### src/rtl/bsg_axil_txs.sv
`default_nettype none
// +----------------------------------------------------------------------------+
// | bsg_axil_txs : AXI-Lite write slave; TDR writes push tx FIFOs, other slot   |
// | offsets strobe config registers. Optional: BSG_AXIL_TXS_WSTRB_CHECK_EN.     |
// | Rev 1.0                                                                     |
// +----------------------------------------------------------------------------+
module bsg_axil_txs #(
  parameter int unsigned                  num_fifos_p       = 2,
  parameter int unsigned                  base_addr_width_p = 8,
  parameter int unsigned                  slot_idx_width_p  = 4,
  parameter logic [31:0]                  slot_base_addr_p  = 32'h0000_1000,
  parameter logic [base_addr_width_p-1:0] tdr_ofs_p         = 8'h10
) (
  input  logic                        clk_i,
  input  logic                        reset_ni,

  input  logic [31:0]                 awaddr_i,
  input  logic                        awvalid_i,
  output logic                        awready_o,
  input  logic [31:0]                 wdata_i,
  input  logic [3:0]                  wstrb_i,
  input  logic                        wvalid_i,
  output logic                        wready_o,
  output logic [1:0]                  bresp_o,
  output logic                        bvalid_o,
  input  logic                        bready_i,

  output logic [num_fifos_p-1:0][31:0] txs_o,
  output logic [num_fifos_p-1:0]      txs_v_o,
  input  logic [num_fifos_p-1:0]      txs_ready_i,

  output logic [31:0]                 wr_addr_o,
  output logic [31:0]                 wr_data_o,
  output logic                        wr_v_o
);

  typedef enum logic [1:0] {
    E_WR_IDLE = 2'd0,
    E_WR_EXEC = 2'd1,
    E_WR_RESP = 2'd2
  } wr_state_e;

  localparam logic [1:0] c_RESP_OKAY   = 2'b00;
  localparam logic [1:0] c_RESP_SLVERR = 2'b10;
  localparam logic [1:0] c_RESP_DECERR = 2'b11;

  localparam int unsigned c_UP_LSB = base_addr_width_p + slot_idx_width_p;
  // Slot-index field value of slot 0, truncated to the width of the field.
  localparam logic [slot_idx_width_p-1:0] c_SLOT0_IDX =
    slot_idx_width_p'(slot_base_addr_p >> base_addr_width_p);

  wr_state_e   state_q;
  logic        aw_cap_q, w_cap_q;
  logic        awready_q, wready_q;
  logic [31:0] addr_q, data_q;
  logic [3:0]  strb_q;
  logic [1:0]  bresp_q;

  logic        w_aw_hs, w_w_hs;
  logic        aw_cap_d, w_cap_d;
  logic        w_exec;
  logic        w_upper_ok, w_ofs_is_tdr;
  logic [num_fifos_p-1:0] w_slot_hit, w_tdr_hit;
  logic        w_any_slot, w_any_tdr, w_tdr_ready;
  logic        w_strb_err;
  logic        w_wr_v;

  assign w_aw_hs  = awvalid_i & awready_q;
  assign w_w_hs   = wvalid_i & wready_q;
  assign aw_cap_d = aw_cap_q | w_aw_hs;
  assign w_cap_d  = w_cap_q | w_w_hs;
  assign w_exec   = (state_q == E_WR_EXEC);

  assign w_upper_ok   = (addr_q[31:c_UP_LSB] == slot_base_addr_p[31:c_UP_LSB]);
  assign w_ofs_is_tdr = (addr_q[base_addr_width_p-1:0] == tdr_ofs_p);

  for (genvar i = 0; i < num_fifos_p; i++) begin : g_slot
    assign w_slot_hit[i] = w_upper_ok &
      (addr_q[base_addr_width_p +: slot_idx_width_p] == c_SLOT0_IDX + slot_idx_width_p'(i));
    assign w_tdr_hit[i]  = w_slot_hit[i] & w_ofs_is_tdr;
    assign txs_o[i]      = data_q;
  end

  assign w_any_slot  = |w_slot_hit;
  assign w_any_tdr   = |w_tdr_hit;
  assign w_tdr_ready = |(w_tdr_hit & txs_ready_i);

`ifdef BSG_AXIL_TXS_WSTRB_CHECK_EN
  assign w_strb_err = (strb_q != 4'hF);
`else
  logic w_unused_strb;
  assign w_strb_err    = 1'b0;
  assign w_unused_strb = ^strb_q;
`endif

  assign txs_v_o   = w_tdr_hit & {num_fifos_p{w_exec & ~w_strb_err}};
  assign w_wr_v    = w_exec & w_any_slot & ~w_any_tdr;
  assign wr_v_o    = w_wr_v;
  assign wr_addr_o = w_wr_v ? addr_q : 32'h0;
  assign wr_data_o = w_wr_v ? data_q : 32'h0;

  assign awready_o = awready_q;
  assign wready_o  = wready_q;
  assign bvalid_o  = (state_q == E_WR_RESP);
  assign bresp_o   = bvalid_o ? bresp_q : 2'b00;

  // Ready flags are registered so they stay low while reset is held.
  always_ff @(posedge clk_i or negedge reset_ni) begin
    if (!reset_ni) begin
      state_q   <= E_WR_IDLE;
      aw_cap_q  <= 1'b0;
      w_cap_q   <= 1'b0;
      awready_q <= 1'b0;
      wready_q  <= 1'b0;
      addr_q    <= 32'h0;
      data_q    <= 32'h0;
      strb_q    <= 4'h0;
      bresp_q   <= c_RESP_OKAY;
    end else begin
      case (state_q)
        E_WR_IDLE: begin
          if (w_aw_hs) addr_q <= awaddr_i;
          if (w_w_hs) begin
            data_q <= wdata_i;
            strb_q <= wstrb_i;
          end
          if (aw_cap_d && w_cap_d) begin
            state_q   <= E_WR_EXEC;
            aw_cap_q  <= 1'b0;
            w_cap_q   <= 1'b0;
            awready_q <= 1'b0;
            wready_q  <= 1'b0;
          end else begin
            aw_cap_q  <= aw_cap_d;
            w_cap_q   <= w_cap_d;
            awready_q <= ~aw_cap_d;
            wready_q  <= ~w_cap_d;
          end
        end
        E_WR_EXEC: begin
          if (w_any_tdr && !w_strb_err) begin
            // A full FIFO stalls here until it drains; there is no timeout.
            if (w_tdr_ready) begin
              bresp_q <= c_RESP_OKAY;
              state_q <= E_WR_RESP;
            end
          end else if (w_any_tdr) begin
            bresp_q <= c_RESP_SLVERR;
            state_q <= E_WR_RESP;
          end else if (w_any_slot) begin
            bresp_q <= c_RESP_OKAY;
            state_q <= E_WR_RESP;
          end else begin
            bresp_q <= c_RESP_DECERR;
            state_q <= E_WR_RESP;
          end
        end
        E_WR_RESP: begin
          if (bready_i) begin
            state_q   <= E_WR_IDLE;
            awready_q <= 1'b1;
            wready_q  <= 1'b1;
          end
        end
        default: state_q <= E_WR_IDLE;
      endcase
    end
  end

endmodule
`default_nettype wire
### config.mk
export PLATFORM = sky130hd
export DESIGN_NAME = bsg_axil_txs
export DESIGN_NICKNAME = d
export VERILOG_FILES = /design/src/rtl/bsg_axil_txs.sv
export SDC_FILE = /design/constraint.sdc
export NUM_CORES = 1
export LEC_CHECK = 0
export BUFFER_PORTS_ARGS = -buffer_cell sky130_fd_sc_hd__clkbuf_2
export CORE_ASPECT_RATIO = 0.7
export CORE_MARGIN = 10
export CORE_UTILIZATION = 47
export DETAILED_ROUTE_END_ITERATION = 8
export PLACE_DENSITY = 0.86
export SLEW_MARGIN = 10
export SYNTH_ARGS = -nofsm -noshare
export SYNTH_HDL_FRONTEND = slang
export SYNTH_SLANG_ARGS = --single-unit
### constraint.sdc
create_clock -name clk_i -period 4.4 [get_ports clk_i]
set_clock_uncertainty 0.05 [all_clocks]
set_input_delay 0.88 -clock clk_i [delete_from_list [all_inputs] [get_ports clk_i]]
set_output_delay 0.88 -clock clk_i [all_outputs]
set_load 0.01 [all_outputs]
---- After elaboration in Yosys (flattened, before gate mapping) ----
Cells that the tools add are included.
word-level totals
  flip-flop bits (word level) ............. 72
  input bits .............................. 75
  output and inout port bits .............. 136
  logic and storage cells ................. 62
operators by class
  equal/unequal tests ..................... 9
  muxes and demuxes ....................... 18
  bitwise logic cells ..................... 15
  reductions and logical operators ........ 12
operator list
  kind                   count
  $mux W32               2
  $eq A20 B1 Y1 const B  1
  $mux W2                8
  $and A1 B1 Y1          8
  $eq A8 B5 Y1 const B   1
  $reduce_and A2 Y1      4
  $pmux W2 S3            1
  $reduce_or A2 Y1       3
  $mux W1                5
  $and A2 B2 Y2          2
  $eq A4 B1 Y1 const B   1
  $logic_not A4 Y1       1
  $ne A2 B1 Y1 const B   2
  $pmux W1 S2            2
  $ne A3 B2 Y1 const B   1
  $not A1 Y1             3
  $reduce_and A3 Y1      1
  $eq A2 B1 Y1 const B   1
  $eq A2 B2 Y1 const B   1
  $logic_not A2 Y1       1
  $ne A2 B2 Y1 const B   1
  $or A1 B1 Y1           2
  $reduce_bool A2 Y1     1
  $logic_and A1 B1 Y1    1

---- Depth between registers and ports, before layout ----
  depth in word-level cells ............... 8
  depth in mapped cells ................... 5
  depth with buffers taken out ............ 4

---- Worst setup path before layout ----
OpenSTA, ideal clock, no wires.
  kind .................................... register to output
  from .................................... register addr_q[30]
  to ...................................... output wr_addr_o[4]
  arrival ................................. 1609 ps
  required time ........................... 3470 ps
  path slack .............................. 1861 ps
  cell stages (with the launch flop) ...... 6
  buffers on the path ..................... 1
  cell sequence ........................... dfrtp_1 nor4_2 nand4_2 nor4_4 buf_6 and2_1
on the way
  cells in the longest elaborated chain, start to end .. 7
  elaborated cells on any way between the ends .. 11
  those cells by class .................... 1 x eq/ne; 1 x mux; 7 x bitwise; 2 x reduce/logical
RTL lines
  item                    RTL line  RTL
  start, declared         55        logic [31:0] addr_q, data_q;
  start signal, assigned  122       if (w_aw_hs) addr_q <= awaddr_i;
  $eq A20 B1 Y1 *         74        assign w_upper_ok = (addr_q[31:c_UP_LSB] == slot_base_addr_p[31:c_UP_LSB]);
  $and A1 B1 Y1           78        assign w_slot_hit[i] = w_upper_ok &
  $and A1 B1 Y1           80        assign w_tdr_hit[i] = w_slot_hit[i] & w_ofs_is_tdr;
  $reduce_or A2 Y1        85        assign w_any_tdr = |w_tdr_hit;
  $not A1 Y1              97        assign w_wr_v = w_exec & w_any_slot & ~w_any_tdr;
  $and A1 B1 Y1 *         97
  named net wr_v_o        34        output logic wr_v_o
  $mux W32 *              99        assign wr_addr_o = w_wr_v ? addr_q : 32'h0;
  end, declared           32        output logic [31:0] wr_addr_o,
The timed path passes the listed nets; every way through them passes the cells marked *.

---- Worst setup path after layout ----
  from .................................... register addr_q[25]
  to ...................................... output wr_addr_o[8]
on the way
  cells in the longest elaborated chain, start to end .. 7
  elaborated cells on any way between the ends .. 11
  those cells by class .................... 1 x eq/ne; 1 x mux; 7 x bitwise; 2 x reduce/logical
RTL lines
  item              RTL line
  $eq A20 B1 Y1 *   74
  $and A1 B1 Y1     78
  $and A1 B1 Y1     80
  $reduce_or A2 Y1  85
  $not A1 Y1        97
  $and A1 B1 Y1 *   97
  $mux W32 *        99
Mark *: on every way between the ends. The rest lies on a longest branch, timed or not.

==> qor.yml <==
place:
  place_congestion: 0.861
  place_inst: 529
  port_buffers: 184
  dp_hpwl_um: 7780
  placed_area_mm2: 0.00423
pwr:
  pwr-share-comb_pct: 40.9
  ir_worst_vdd_v: 0.000279
  p_int_mw: 1.82
  p_clk_share_pct: 14.7
  power_density_mw_per_mm2: 662
  swShare_pct: 37.2
  p_leak_nw: 2.26
  seq_power_share_pct: 44.5
  switchingPower_mw: 1.08
logic_synthesis:
  synth.top_cell.area_share_pct: 50.1
  synth_top_family_by_area: "multiplexers"
  synth-xor-area-share_pct: 0
  syn_avg_cell_area_um2: 12.4
  synthSimpleGateAreaFrac_pct: 14.2
  synthAdderAreaFrac_pct: 0
  yosys.area.top_type: "dfrtp_1"
  ys_top_cells_by_area: "dfrtp_1, mux2_2, buf_4"
  synth-seq-area-share_pct: 50.1
  muxShareOfSynthArea_pct: 20.6
  synth_cell_types: 31
  synth_cells: 287
  yosysWarnings: 0
  synth_compound_area_share_pct: 1.34
  syn_area_mm2: 0.00355
  synth-seq-cells: 71
global_route:
  grt_pass1_vias: 2685
  overflow: 0
  antenna_found_initial: 0
  grt_max_degree: 37
  grt_pass1_wl_um: 14500
  track_usage_pct: 15.9
finish:
  drive_gt1_share_pct: 61.0
  final_common_cell: "clkbuf_2"
  stdcell_count: 542
  stdcell_area_mm2: 0.00438
  diodes: 0
  area_growth_pct: 23.6
  nets: 517
  layout_common_cells: "clkbuf_2, dfrtp_1, mux2_2"
timing:
  rsz0062_at_grt: "no"
  period_needed_ns: 3.54
  maxSlewViolCount: 0
  relSlewSlack_pct: 43.4
  setup_tns_ns: 0
  worstMarginPinSlew_ns: 0.842
  fmax_mhz: 283
  setup_viol: 0
  hold_ws_ns: 0.450
  period_share_pct: 80.4
  hold_viol: 0
route:
  firstDrtPassIters: 4
  vias: 2574
  routed_wl_um: 9620
  vias_per_cell: 4.75
  wl_per_cell_um: 17.7
  detailedRoute.firstIterationViolations: 77
  detail-route-antenna-nets: 0
  remaining_drc_errors: 0
min_path:
  worstHoldPathType: "flip-flop to flip-flop"
  holdPathEnd: "aw_cap_q"
  holdPathStages: 1
  hp-start: "aw_cap_q"
cts:
  clkTransAtPathRegs_ns: 0.07
  htree_levels: 3
  worstSkewPairLatency_ns: 0.33
  cts_setup_buffers: 0
  cts_hold_buf: 0
  cts_tree: "done"
  cts_resized: 0
  cts_buffer_depth: 2
  cts-buffers-inserted: 9
  cts-root-buf: "clkbuf_8"
  cts_sinks: 71
critical_path:
  crit_path_max_incr_delay_ns: 0.68
  timing.rr.end: "state_q[0]"
  worst_ep_required_time_ns: 3.47
  crit_fanout: 20
  ff2ff_path_depth: 4
  cp_slowest_cell: "nor4_4"
  worstSetupPathType: "flip-flop to output port"
  rr_startpoint: "addr_q[25]"
  cp-start-kind: "flip-flop"
  ff2ff_setup_slack_ns: 2.65
  end_kind: "output port"
  crit_chain: "nor4_2, nand4_2, nor4_4, buf_4, and2_1, clkbuf_2"
  cpLargestDelayFamily: "simple AND/OR/NAND/NOR gates"
  arrival_ns: 2.61
  cp_num_buf_inv: 2
die:
  rows: 26
  initial_core_util_pct: 48.5
  dieArea_mm2: 0.0115
  die_y_um: 92.7
  ios: 211
  die_w_um: 124
  core-area_mm2: 0.00732
run_status:
  status: "finished, final reports clean"
flow_run:
  drv_cap: 0
==> synth_stat cells (all sizes together) <==
cell type / number
dfrtp: 71
buf: 64
mux2: 64
and2: 43
nor4: 7
nor3: 6
nor2: 5
a21oi: 3
nand2: 3
nand2b: 2
nor2b: 2
nor4b: 2
o21a: 2
o22ai: 2
and3: 1
and3b: 1
clkbuf: 1
conb: 1
inv: 1
mux2i: 1
nand3: 1
nand4: 1
o21ai: 1
or3: 1
or4: 1
==> how the worst max path moves through the flow <==
stage          cells past startpoint       start             to
2_1_floorplan                      5  addr_q[30]   wr_addr_o[4]
3_3_place_gp                       6  addr_q[25]  wr_data_o[13]
3_5_place_dp                       6  addr_q[30]   wr_addr_o[8]
4_1_cts                            6  addr_q[25]   wr_addr_o[8]
5_1_grt                            6  addr_q[25]  wr_data_o[26]
6_report                           6  addr_q[25]   wr_addr_o[8]
==> worst register-to-register path: stages, from the launching register on <==
cell     delay (ns)
dfrtp_1        0.39
nor4_2         0.32
nand4_2        0.25
or4_1          0.56
o21ai_0        0.09
==> registers in the layout, indices dropped and copies added, names as in the netlist <==
| signal | flops |
|---|---|
| aw_cap_q | 1 |
| data_q | 32 |
| wready_o | 1 |
| w_cap_q | 1 |
| addr_q | 32 |
| awready_o | 1 |
| bresp_q | 1 |
| state_q | 2 |
==> through the flow <==
step / power (mW) / setup slack (ns) / utilization, %
4_1_cts: 2.96 / 0.824 / 59.9
3_5_place_dp: 2.52 / 1.20 / 57.8
5_1_grt: 3.11 / 0.635 / 59.9
6_report: 2.90 / 0.862 / 59.9
2_1_floorplan: 2.18 / 1.86 / -
3_3_place_gp: 2.45 / 1.29 / 57.8
==> area by class of cell <==
class / instances / area (um^2)
fill: 638 / 2940
sequential: 71 / 1780
multi-input combinational: 171 / 1380
timing repair buffer: 188 / 951
clock buffer: 11 / 141
tap: 98 / 123
clock inverter: 2 / 10.0
inverter: 1 / 3.75
==> logic make-up (layout without fill, tap and decap cells) <==
| family | count (synthesis) | after routing |
|---|---|---|
| buffers and inverters | 66 | 202 |
| other | 1 | 22 |
| flip-flops | 71 | 71 |
| AND/OR/NAND/NOR | 76 | 76 |
| AO/OA/AOI/OAI | 8 | 8 |
| multiplexers | 65 | 65 |
==> per-layer routing <==
metal | GRT usage [%] | share of wire, %
met5 | 0 | 0
met4 | 3.68 | 0.41
met3 | 6.79 | 11
met2 | 27.2 | 52
met1 | 17.9 | 37
==> power groups by stage <==
stage	logic, mW	clock network [mW]	registers [mW]
after floorplan	0.893	0	1.28
final	1.19	0.426	1.29
after CTS	1.22	0.447	1.30
after detailed placement	1.21	0	1.31
after global placement	1.17	0	1.28
after global routing	1.29	0.476	1.35
No activity file was read; power rests on OpenSTA's default activity.
